## src/rtl/lsu_pkg.sv

```systemverilog
// Shared types and constants for the load/store unit.
package lsu_pkg;

  localparam int unsigned BYTE_LANES = 4;
  localparam int unsigned BYTE_W     = 8;
  localparam int unsigned LANE_W     = $clog2(BYTE_LANES);

  typedef enum logic [2:0] {
    IDLE    = 3'd0,
    RD_REQ  = 3'd1,
    RD_WAIT = 3'd2,
    WR_REQ  = 3'd3,
    RESP    = 3'd4
  } lsu_state_e;

  // Word accesses must sit on a word boundary; byte accesses may use any lane.
  function automatic logic is_misaligned(input logic byte_acc, input logic [LANE_W-1:0] lane);
    return ~byte_acc & (lane != '0);
  endfunction

endpackage

```

## src/rtl/lsu_byte_lane.sv

```systemverilog
// Byte-lane helper: zero-extended byte extract for lbu and byte merge for sb,
// both steered by the same little-endian lane select.
module lsu_byte_lane
  import lsu_pkg::*;
#(
  parameter int unsigned DATA_WIDTH = 32
) (
  input  logic [LANE_W-1:0]     i_lane,
  input  logic [DATA_WIDTH-1:0] i_rdata,
  input  logic [BYTE_W-1:0]     i_wbyte,
  output logic [DATA_WIDTH-1:0] o_extract,
  output logic [DATA_WIDTH-1:0] o_merge
);

  logic [BYTE_W-1:0] w_byte;

  assign w_byte    = i_rdata[BYTE_W*i_lane +: BYTE_W];
  assign o_extract = DATA_WIDTH'(w_byte);

  always_comb begin
    o_merge = i_rdata;
    o_merge[BYTE_W*i_lane +: BYTE_W] = i_wbyte;
  end

endmodule

```

## src/rtl/load_store_unit.sv

```systemverilog
// Data-side load/store unit: runs lw/sw/lbu/sb on a word-only memory bus,
// doing sb as a read-modify-write and stalling the pipeline while busy.
module load_store_unit
  import lsu_pkg::*;
#(
  parameter int unsigned ADDR_WIDTH = 32,
  parameter int unsigned DATA_WIDTH = 32
) (
  input  logic                  clk_i,
  input  logic                  rst_i,
  input  logic                  req_valid_i,
  input  logic                  req_write_i,
  input  logic                  byte_address_i,
  input  logic [ADDR_WIDTH-1:0] addr_i,
  input  logic [DATA_WIDTH-1:0] wdata_i,
  output logic                  req_ready_o,
  output logic                  stall_o,
  output logic                  rsp_valid_o,
  output logic [DATA_WIDTH-1:0] rsp_rdata_o,
  output logic                  rsp_err_o,
  output logic                  mem_req_o,
  output logic                  mem_we_o,
  output logic [ADDR_WIDTH-1:0] mem_addr_o,
  output logic [DATA_WIDTH-1:0] mem_wdata_o,
  input  logic                  mem_gnt_i,
  input  logic                  mem_rvalid_i,
  input  logic [DATA_WIDTH-1:0] mem_rdata_i
);

  lsu_state_e            r_state;
  lsu_state_e            w_next;
  logic [ADDR_WIDTH-1:0] r_addr;
  logic [DATA_WIDTH-1:0] r_wdata;
  logic [DATA_WIDTH-1:0] r_merge;
  logic [DATA_WIDTH-1:0] r_rdata;
  logic                  r_write;
  logic                  r_byte;
  logic                  r_err;

  logic                  w_accept;
  logic                  w_misaligned;
  logic                  w_busy;
  logic                  w_rd_capture;
  logic [DATA_WIDTH-1:0] w_extract;
  logic [DATA_WIDTH-1:0] w_merge;

  assign req_ready_o  = (r_state == IDLE) & ~rst_i;
  assign w_accept     = req_valid_i & req_ready_o;
  assign w_misaligned = is_misaligned(byte_address_i, addr_i[LANE_W-1:0]);
  assign w_rd_capture = (r_state == RD_WAIT) & mem_rvalid_i;

  lsu_byte_lane #(
    .DATA_WIDTH (DATA_WIDTH)
  ) u_byte_lane (
    .i_lane    (r_addr[LANE_W-1:0]),
    .i_rdata   (mem_rdata_i),
    .i_wbyte   (r_wdata[BYTE_W-1:0]),
    .o_extract (w_extract),
    .o_merge   (w_merge)
  );

  always_ff @(posedge clk_i) begin
    if (rst_i) r_state <= IDLE;
    else       r_state <= w_next;
  end

  // Next state plus state-decoded bus/response strobes; all strobes drop in reset.
  always_comb begin
    w_next      = r_state;
    mem_req_o   = 1'b0;
    mem_we_o    = 1'b0;
    rsp_valid_o = 1'b0;
    w_busy      = 1'b0;
    case (r_state)
      IDLE: begin
        if (w_accept) begin
          if (w_misaligned)                       w_next = RESP;
          else if (req_write_i && !byte_address_i) w_next = WR_REQ;
          else                                     w_next = RD_REQ;
        end
      end
      RD_REQ: begin
        mem_req_o = ~rst_i;
        w_busy    = 1'b1;
        if (mem_gnt_i) w_next = RD_WAIT;
      end
      RD_WAIT: begin
        w_busy = 1'b1;
        if (mem_rvalid_i) w_next = r_write ? WR_REQ : RESP;
      end
      WR_REQ: begin
        mem_req_o = ~rst_i;
        mem_we_o  = ~rst_i;
        w_busy    = 1'b1;
        if (mem_gnt_i) w_next = RESP;
      end
      RESP: begin
        rsp_valid_o = ~rst_i;
        w_next      = IDLE;
      end
      default: w_next = IDLE;
    endcase
  end

  // Request capture, load result and sb merge word.
  always_ff @(posedge clk_i) begin
    if (rst_i) begin
      r_addr  <= '0;
      r_wdata <= '0;
      r_write <= 1'b0;
      r_byte  <= 1'b0;
      r_err   <= 1'b0;
      r_merge <= '0;
      r_rdata <= '0;
    end else begin
      if (w_accept) begin
        r_addr  <= addr_i;
        r_wdata <= wdata_i;
        r_write <= req_write_i;
        r_byte  <= byte_address_i;
        r_err   <= w_misaligned;
      end
      if (w_rd_capture) begin
        if (r_write) r_merge <= w_merge;
        else         r_rdata <= r_byte ? w_extract : mem_rdata_i;
      end
    end
  end

  assign stall_o     = ~rst_i & ((req_valid_i & (r_state == IDLE)) | w_busy);
  assign rsp_err_o   = rsp_valid_o & r_err;
  assign rsp_rdata_o = r_rdata;
  assign mem_addr_o  = {r_addr[ADDR_WIDTH-1:LANE_W], LANE_W'(0)};
  assign mem_wdata_o = r_byte ? r_merge : r_wdata;

endmodule
```

## config.mk

```make
export PLATFORM = sky130hd
export DESIGN_NAME = load_store_unit
export DESIGN_NICKNAME = d
export VERILOG_FILES = /design/src/rtl/lsu_pkg.sv /design/src/rtl/lsu_byte_lane.sv /design/src/rtl/load_store_unit.sv
export SDC_FILE = /design/constraint.sdc
export NUM_CORES = 1
export LEC_CHECK = 0
export ABC_AREA = 1
export BUFFER_PORTS_ARGS = -buffer_cell sky130_fd_sc_hd__buf_4
export CORE_ASPECT_RATIO = 1.75
export CORE_MARGIN = 1.5
export CORE_UTILIZATION = 50
export DETAILED_ROUTE_END_ITERATION = 10
export PLACE_DENSITY = 0.79
export SYNTH_ARGS = -nofsm -noshare
export SYNTH_HDL_FRONTEND = slang
export SYNTH_HIERARCHICAL = 1
export SYNTH_SLANG_ARGS = --single-unit
export TNS_END_PERCENT = 20
```

## constraint.sdc

```tcl
create_clock -name clk_i -period 2.1 [get_ports clk_i]
set_input_delay 0.525 -clock clk_i [delete_from_list [all_inputs] [get_ports clk_i]]
set_output_delay 0.525 -clock clk_i [all_outputs]
set_load 0.01 [all_outputs]
```

==> results of run 1 <==
==> worst max-delay path by stage <==
stage / start / to / depth (start not counted)
global placement: r_addr[0] / r_merge[9] / 9
floorplan: r_addr[0] / r_merge[30] / 11
CTS: r_byte / mem_wdata_o[22] / 4
global route: r_state[0] / mem_we_o / 3
detailed placement: r_addr[0] / r_merge[12] / 9
finish: r_state[0] / mem_we_o / 3
==> cell type report <==
type,count,area (µm²)
fill,1343,4910
multi-input combinational,732,3280
sequential,134,2690
timing repair buffer,217,1700
inverter,119,453
clock buffer,19,443
tap,177,221
clock inverter,13,219
==> flip-flops by register name, summed over array words and instances (netlist names) <==
register / flops
r_merge: 32
r_state: 3
r_wdata: 32
r_err: 1
r_addr: 32
r_byte: 1
r_write: 1
rsp_rdata_o: 32
==> cell usage in the layout, fill, tap and decap left out, types with 8 or more instances in the layout <==
cell type	count
nand3_1	93
dfxtp_1	133
o21ai_0	65
inv_2	9
conb_1	26
a21oi_1	68
o21ai_1	37
nor2_1	110
clkbuf_16	17
nand4_1	8
inv_1	107
nand2_1	291
buf_4	211
==> metal layers <==
layer  vias up  global-route usage, %  routed length (µm)
met5         -                      0                   0
met4         0                   12.5                 765
met3        63                   4.88                 965
met2       253                   45.8                9920
met1      3067                   27.5                7190
li1       3594                      -                   -
==> report_power, final <==
group	internal (mW)	total (mW)	switching, mW
Combinational	1.05	2.47	1.42
Clock	2.16	3.34	1.18
Sequential	2.83	3.04	0.208
Total	6.04	8.85	2.81
==> metrics by stage <==
step	area [µm²]	power, mW	setup slack (ns)	utilization, %
final	9000	8.85	0.107	64.7
after floorplan	7220	4.71	0.353	-
after detailed placement	8300	5.51	0.322	59.7
after global routing	9000	9.30	0.0265	64.7
after global placement	8300	5.48	0.346	59.7
after CTS	8970	8.88	0.0681	64.5
==> cell families after synthesis <==
| group | Yosys count | synth area share (%) |
|---|---|---|
| other | 2 | 0.105 |
| buffers and inverters | 236 | 17.5 |
| flip-flops | 134 | 37.6 |
| AND/OR/NAND/NOR | 529 | 31.7 |
| adder cells (fa/ha/maj) | 5 | 0.878 |
| AO/OA/AOI/OAI | 172 | 12.2 |
==> critical path, delay by kind of cell, from the launching register on <==
family	cells	cell delay (ns)
buffers and inverters	2	0.30
DFF	1	0.50
and+or+nand+nor	1	0.25
==> reports/results.txt, run 1 <==
Die area -> 15000 µm²
Top-count cell post-synth -> nand2_1
Worst Skew -> 0.00947 ns
Slew Limit Fails -> 0
Worst-path maximum fanout -> 6
CTS buffer count -> 17
Seq/Total Area, Yosys -> 37.6%
Initial Utilization -> 51.2%
Largest net degree at the start of global routing -> 78
Post-cts sizing count -> 0
DRT Pass-1 Iters -> 5
Fin cells -> 1411
Max incr delay on CP -> 0.50 ns
Fin Hold WS -> 0.291 ns
R2r setup slk -> 0.26 ns
Slew Limit Headroom -> 64.9%
Post-CTS Setup Inserts -> 1
Layout cells sized above 1 -> 22.2%
Clock Latency Late Sink -> 0.42 ns
Synth warn -> 6
Required time of the critical path -> 1.57 ns
HPWL Detailed -> 13500 µm
Slowest CP cell -> dfxtp_1
Area delta synth->final -> 26.3%
RSZ-0062 raised after global routing -> false
Hold depth -> 3
Hold Startpoint -> addr_i[21]
Post-synth top flop -> dfxtp_1
Mapped Cells -> 1078
Hold Crit Endpoint -> r_addr[21]
Critical Path AT -> 1.47 ns
Clock tree buffer depth -> 2
Setup_tns -> 0 ns
Post-synth EDFFs -> 0
Num ports -> 205
Final Critical Period -> 1.99 ns
Leakage power -> 4.54 nW
Post-Route WL -> 18800 µm
Synth unique cells -> 31
Period utilisation layout -> 94.9%
Share of the synthesized area in the top cell type -> 37.6%
WL/cell -> 13.4 µm
Post-route DRC -> 0
Worst slew pin tran -> 0.526 ns
Row cnt -> 57
Status -> completed
Hold_buf cts -> 0
Worst R2R Start -> r_addr[0]
Initial antenna violation count -> 0
Synth area leader -> dfxtp_1
First-pass GRT wire length -> 30100 µm
Area contributors post-synth -> dfxtp_1, nand2_1, nand3_1, buf_4, nor2_1
Via count -> 6977
GRT Total Usage -> 25.4%
CTS tree -> done
Worst IR Drop VDD -> 0.711 mV
Power density over the cells -> 983 nW/µm²
Placed instance count -> 1374
Setup-violating endpoint count in the final report -> 0
Clk sinks -> 134
Cells along the critical path -> inv_1 -> nor4_1 -> buf_4
Iter 0 DRT Violations -> 377
Crit path capture type -> output pin
Ant. Diodes -> 0
DIE HEIGHT -> 161 µm
Async S/R FF share, synth -> 0%
Reg2Reg Depth -> 9
Element type at the critical path start -> register
Netlist Area Pre-Place -> 7130 µm²
Buffers on Ports -> 202
Routed vias/inst -> 4.94
Core area -> 13900 µm²
Htree depth -> 4
Nets -> 1329
Routed Antenna Nets -> 0
Top cells by count, synth -> nand2_1, dfxtp_1, nor2_1, inv_1, nand3_1
Syn Area/Cell -> 6.61 µm²
CTS clk-pin slew, worst paths -> 0.07 ns
Routability Congestion -> 0.921
CTS root buf -> clkbuf_16
Max-cap violations -> 0
Critical path class -> register to output pin
Reg-to-Reg End -> r_merge[15]
Die Width -> 93.2 µm
F_max -> 0.502 GHz
Final Hold Viols -> 0
Total gr overflow -> 0
Seq cells post-synth -> 134
Vias in the first global route -> 6351
HP Class -> input pin to register
Power figures use the tool's default switching activity.
==> run 2, diff against run 1 <==
- PLACE_DENSITY: 0.79 -> unset
- PLACE_DENSITY_LB_ADDON: unset -> 0.1
==> run 2 against run 1 <==
Against the previous run: global-route usage up 0.093 points; flip-flop and latch count is the same; critical path depth grew 1; highest routed layer unchanged; critical path type unchanged; worst hold slack got worse by 0.0023 ns; critical endpoint is now mem_wdata_o[15]; cell area decreased by 1.1%; largest cell class unchanged.
==> reports/results.txt, run 2 (synthesis gave the netlist of run 1 again) <==
Fillers -> 1331 (-0.89%)
Clock tree buffer depth -> 2 (unchanged)
Reg-to-Reg End -> r_merge[11]
Required time of the critical path -> 1.57 ns (about the same)
Placed instance count -> 1379 (+0.36%)
Hold Crit Endpoint -> r_wdata[28]
Final WS setup -> 0.108 ns (+0.00143 ns)
Crit path capture type -> output pin
Setup-violating endpoint count in the final report -> 0 (unchanged)
Worst R2R Start -> r_addr[0]
Worst Skew -> 0.0150 ns (+0.00558 ns)
Area delta synth->final -> 24.9%
F_max -> 0.502 GHz (about the same)
Leakage power -> 4.49 nW (-0.98%)
Largest net degree at the start of global routing -> 79 (+1.3%)
GRT Max-Usage Layer -> met2
DIE HEIGHT -> 161 µm (unchanged)
Clock Latency Late Sink -> 0.43 ns (about the same)
Reg2Reg Depth -> 9 (unchanged)
Post-Route WL -> 18700 µm (-0.49%)
Hold depth -> 3 (unchanged)
Layout cells sized above 1 -> 22.3% (+0.063 points)
Critical path class -> register to output pin
Initial Utilization -> 51.2% (unchanged)
Initial antenna violation count -> 0 (unchanged)
Fin cells -> 1412 (+0.071%)
Vias in the first global route -> 6431 (+1.3%)
Nets -> 1330 (+0.075%)
WL/cell -> 13.3 µm (-0.56%)
Status -> completed
First-pass GRT wire length -> 30400 µm (+1.1%)
Clk sinks -> 134 (unchanged)
Fin Hold WS -> 0.289 ns (-0.00227 ns)
CTS root buf -> clkbuf_16
CTS tree -> done
GRT Total Usage -> 25.4% (+0.093 points)
Power density over the cells -> 948 nW/µm² (-3.6%)
Final Hold Viols -> 0 (unchanged)
Crit path from -> r_byte
Element type at the critical path start -> register
Flop pwr share -> 36.0% (+1.6 points)
CTS clk-pin slew, worst paths -> 0.07 ns (about the same)
HP Class -> input pin to register
Place WS -> 0.261 ns (-0.0610 ns)
Setup_tns -> 0 ns (unchanged)
GR Layer Usage met2 -> 43.3% (-2.5 points)
Critical Path AT -> 1.47 ns (about the same)
Ant. Diodes -> 0 (unchanged)
R2r setup slk -> 0.28 ns (+0.02 ns)
Total gr overflow -> 0 (unchanged)
Core area -> 13900 µm² (unchanged)
Htree depth -> 4 (unchanged)
Clk pwr share -> 34.9% (-2.8 points)
Worst slew pin tran -> 0.545 ns (+0.0195 ns)
Num ports -> 205 (unchanged)
Met3 Use GR -> 5.35% (+0.47 points)
Final Critical Period -> 1.99 ns (-0.00143 ns)
Most frequent cells in the layout -> nand2_1, buf_4, dfxtp_1
RSZ-0062 raised after global routing -> false
Max-cap violations -> 0 (unchanged)
Post-route DRC -> 0 (unchanged)
Die Width -> 93.2 µm (unchanged)
Hold Startpoint -> wdata_i[28]
Switching share of total power -> 33.3% (+1.5 points)
Via count -> 6956 (-0.30%)
DRT Pass-1 Iters -> 5 (unchanged)
Routed vias/inst -> 4.93 (-0.37%)
HPWL Detailed -> 13600 µm (+0.75%)
Row cnt -> 57 (unchanged)
Routed Antenna Nets -> 0 (unchanged)
Routability Congestion -> 0.904 (-1.9%)
Die area -> 15000 µm² (unchanged)
Worst-path maximum fanout -> 13 (+7)
Hold_buf cts -> 0 (unchanged)
Buffers on Ports -> 202 (unchanged)
P_sw -> 2.80 mW (about the same)
Int Pwr -> 5.63 mW (-6.8%)
Comb power frac -> 29.0% (+1.1 points)
CTS buffer count -> 17 (unchanged)
Period utilisation layout -> 94.8% (about the same)
Worst IR Drop VDD -> 0.647 mV (-9.0%)
Slew Limit Headroom -> 63.6% (-1.3 points)
Slew Limit Fails -> 0 (unchanged)
Iter 0 DRT Violations -> 370 (-1.9%)
Met1 Use GR -> 29.2% (+1.7 points)
Most common cell after layout, fill and taps aside -> nand2_1
-- run 2: critical path, cell delays in order, from the launching register on --
cell and delay [ns]:
dfxtp_4 0.46, buf_4 0.23, nor2_1 0.07, a21oi_1 0.14, buf_4 0.14
-- run 2: metrics by stage --
step / power, mW / cell area, µm² / util (%)
2_1_floorplan: 4.71 / 7220 / -
3_3_place_gp: 5.50 / 8310 / 59.8
3_5_place_dp: 5.53 / 8310 / 59.8
4_1_cts: 8.47 / 8890 / 63.9
5_1_grt: 8.92 / 8900 / 64.0
6_report: 8.43 / 8900 / 64.0
-- run 2: worst max path at each step --
| stage | to | slack [ns] | cells after the start |
|---|---|---|---|
| floorplan | r_merge[30] | 0.35 | 11 |
| global placement | r_merge[15] | 0.34 | 9 |
| detailed placement | r_merge[11] | 0.26 | 9 |
| CTS | mem_wdata_o[5] | 0.04 | 4 |
| global route | rsp_err_o | 0.02 | 3 |
| finish | mem_wdata_o[15] | 0.11 | 4 |
-- run 2: power groups by stage --
| stage | Combinational [mW] | Clock, mW | Sequential [mW] |
|---|---|---|---|
| detailed placement | 2.43 | 0 | 3.10 |
| global placement | 2.40 | 0 | 3.09 |
| finish | 2.45 | 2.95 | 3.04 |
| floorplan | 1.67 | 0 | 3.05 |
| global route | 2.74 | 3.11 | 3.08 |
| CTS | 2.44 | 2.99 | 3.05 |
-- run 2: repair_timing --
action	in CTS	in global routing
setup endpoints to repair	0	11
resized for setup	0	1
setup buffers	0	1
-- run 2: metal layers --
| metal | wire (µm) | share of wire [%] | up-vias |
|---|---|---|---|
| met4 | 702 | 3.7 | 0 |
| met2 | 9560 | 51 | 215 |
| met1 | 7570 | 40 | 3099 |
| met3 | 923 | 4.9 | 51 |
| li1 | - | - | 3591 |
| met5 | 0 | 0 | - |
-- run 2: area by class of cell --
cell class	count	area (µm²)	share of cell area [%]
multi-input cells	732	3290	36.9
flip-flops and latches	134	2690	30.2
repair buffers	218	1670	18.8
inverters	119	453	5.09
clock buffers	18	429	4.82
well taps	177	221	2.49
clock inverters	14	148	1.66
==> run 3, diff against run 2 <==
- PLACE_DENSITY: unset -> 0.79
- PLACE_DENSITY_LB_ADDON: 0.1 -> unset
- SYNTH_HIERARCHICAL: 1 -> unset
==> run 3 against run 2 <==
Against the previous run: total power decreased by 8.8%; area after synthesis decreased by 11%; register-to-register slack improved by 0.17 ns; count of clock-buffer cells in the layout increased by 3; synthesized cell count decreased by 14%; die area decreased by 11%; critical path depth decreased by 1; core utilization increased by 2.9 points; flip-flop and latch count unchanged; sequential share of layout area increased by 2.1 points; largest cell class unchanged; largest power group is now clock.
==> reports/results.txt, run 3 <==
Clk pwr share -> 40.5% (+5.6 points)
Leakage power -> 3.85 nW (-14%)
Status -> completed
Clk sinks -> 134 (unchanged)
Hold Startpoint -> addr_i[30]
Worst IR Drop VDD -> 0.642 mV (-0.81%)
Slowest CP cell -> o21ai_0
Vias in the first global route -> 5967 (-7.2%)
Fin cells -> 1247 (-12%)
Ant. Diodes -> 0 (unchanged)
Clock Latency Late Sink -> 0.42 ns (about the same)
Crit path from -> r_byte
Worst setup path end -> mem_wdata_o[2]
F_max -> 0.486 GHz (-3.3%)
Synth unique cells -> 27 (-13%)
Die area -> 13400 µm² (-11%)
WL/cell -> 14.4 µm (+8.4%)
Synth area leader -> dfxtp_1
Layout cells sized above 1 -> 24.4% (+2.1 points)
Setup-violating endpoint count in the final report -> 0 (unchanged)
Setup_tns -> 0 ns (unchanged)
Switching share of total power -> 28.9% (-4.3 points)
First-pass GRT wire length -> 28100 µm (-7.7%)
HP Class -> input pin to register
DIE HEIGHT -> 152 µm (-5.6%)
Worst path bufs/invs -> 2 (unchanged)
Element type at the critical path start -> register
Post-CTS Setup Inserts -> 0 (unchanged)
Final Critical Period -> 2.06 ns (+0.0675 ns)
RSZ-0062 raised after global routing -> false
Final Hold Viols -> 0 (unchanged)
Top-count cell post-synth -> nand2_1
CP delay by family, top -> buffers and inverters
Max-cap violations -> 0 (unchanged)
Worst-path maximum fanout -> 98 (+85)
CTS buffer count -> 17 (unchanged)
Nets -> 1175 (-12%)
Flop pwr share -> 37.8% (+1.8 points)
Netlist Area Pre-Place -> 6340 µm² (-11%)
CTS tree -> done
Post-synth EDFFs -> 0 (unchanged)
Placed instance count -> 1216 (-12%)
Post-synth top flop -> dfxtp_1
Initial antenna violation count -> 0 (unchanged)
Crit path capture type -> output pin
Core area -> 12400 µm² (-11%)
Num ports -> 205 (unchanged)
Top cells by count, synth -> nand2_1, dfxtp_1, o21ai_0, nor2_1, inv_1
Post-Route WL -> 17900 µm (-4.3%)
R2r setup slk -> 0.45 ns (+0.17 ns)
Worst R2R Start -> r_addr[0]
Max incr delay on CP -> 0.36 ns (-0.10 ns)
Most frequent cells in the layout -> buf_4, nand2_1, dfxtp_1
P_sw -> 2.23 mW (-21%)
Period utilisation layout -> 98.1% (+3.2 points)
Int Pwr -> 5.47 mW (-2.9%)
Row cnt -> 54 (-5.3%)
Syn Area/Cell -> 6.84 µm² (+3.5%)
Async S/R FF share, synth -> 0% (unchanged)
Crit path depth -> 3 (-1)
DRT Pass-1 Iters -> 6 (+1)
Slew Limit Headroom -> 63.3% (-0.30 points)
Critical path class -> register to output pin
Routed Antenna Nets -> 0 (unchanged)
Largest net degree at the start of global routing -> 99 (+25%)
Slew Limit Fails -> 0 (unchanged)
Total gr overflow -> 0 (unchanged)
Cells along the critical path -> buf_16 -> o21ai_0 -> buf_4
CTS root buf -> clkbuf_16
Area contributors post-synth -> dfxtp_1, nand2_1, o21ai_0, nand3_1, nor2_1
Seq cells post-synth -> 134 (unchanged)
Routability Congestion -> 0.985 (+9.0%)
Htree depth -> 4 (unchanged)
Via count -> 6428 (-7.6%)
Comb power frac -> 21.8% (-7.2 points)
Iter 0 DRT Violations -> 492 (+33%)
Most common cell after layout, fill and taps aside -> buf_4
Worst slew pin tran -> 0.547 ns (+0.00169 ns)
Hold_buf cts -> 0 (unchanged)
Buffers on Ports -> 202 (unchanged)
GRT Total Usage -> 26.7% (+1.3 points)
Worst Skew -> 0.00726 ns (-0.00778 ns)
Area delta synth->final -> 31.3%
Reg2Reg Depth -> 7 (-2)
Critical Path AT -> 1.53 ns (+0.06 ns)
Routed vias/inst -> 5.15 (+4.6%)
Initial Utilization -> 51.0% (-0.27 points)
Seq/Total Area, Yosys -> 42.3% (+4.7 points)
CTS clk-pin slew, worst paths -> 0.06 ns (about the same)
Share of the synthesized area in the top cell type -> 42.3% (+4.7 points)
Required time of the critical path -> 1.57 ns (about the same)
Reg-to-Reg End -> r_merge[21]
Clock tree buffer depth -> 2 (unchanged)
Post-route DRC -> 0 (unchanged)
HPWL Detailed -> 12900 µm (-4.9%)
Power density over the cells -> 925 nW/µm² (-2.4%)
Synth warn -> 0 (-6)
Die Width -> 88.1 µm (-5.5%)
Mapped Cells -> 926 (-14%)
-- run 3: how the worst min path moves through the flow --
stage	end	slack, ns	cells past startpoint
2_1_floorplan	r_wdata[17]	0.42	2
3_3_place_gp	r_wdata[30]	0.43	2
3_5_place_dp	r_wdata[10]	0.44	2
4_1_cts	r_addr[6]	0.31	3
5_1_grt	r_addr[22]	0.32	3
6_report	r_addr[30]	0.32	3
-- run 3: layout make-up --
| class | instances | area, µm² |
|---|---|---|
| fill | 1158 | 4120 |
| multi-input combinational | 606 | 2790 |
| sequential | 134 | 2680 |
| timing repair buffer | 218 | 1670 |
| clock buffer | 21 | 480 |
| inverter | 90 | 338 |
| tap | 168 | 210 |
| clock inverter | 10 | 144 |
-- run 3: cells by family after synthesis --
family	count (synthesis)	share of synthesized area, %
adder cells (fa/ha/maj)	5	0.987
flip-flops	134	42.3
AO/OA/AOI/OAI	214	17.6
other	1	0.0592
AND/OR/NAND/NOR	385	25.1
buffers and inverters	187	13.9
-- run 3: what timing repair did --
| item | 4_1_cts | 5_1_grt |
|---|---|---|
| resized for setup | 0 | 3 |
| endpoints found under the setup margin | 0 | 3 |
| hold endpoints to repair | 0 | 0 |
-- run 3: metal layers --
metal	wire, µm	GRT usage, %	up-vias
li1	-	-	3247
met1	6730	29.2	2870
met2	9230	45.8	253
met3	1160	6.74	58
met4	825	14.5	0
met5	0	0	-
-- run 3: tightest hold or removal path, stage by stage --
cell and delay, ns:
buf_4 0.08, nand3_1 0.06, nand2_1 0.05
-- run 3: power groups by stage --
stage	sequential [mW]	clock, mW	combinational (mW)
after floorplan	2.93	0	1.09
after global placement	2.94	0	1.65
after detailed placement	2.95	0	1.66
after CTS	2.90	3.13	1.67
after global routing	2.93	3.25	1.85
final	2.91	3.11	1.68
-- run 3: per-stage QoR --
stage	hold WS (ns)	utilization [%]	setup WS [ns]	power (mW)	instance area, µm²
2_1_floorplan	0.424	-	0.404	4.01	6340
3_3_place_gp	0.432	61.8	0.447	4.59	7680
3_5_place_dp	0.439	61.8	0.439	4.61	7680
4_1_cts	0.313	66.8	0.0575	7.70	8310
5_1_grt	0.319	66.9	0.000325	8.03	8320
6_report	0.318	66.9	0.0408	7.69	8320
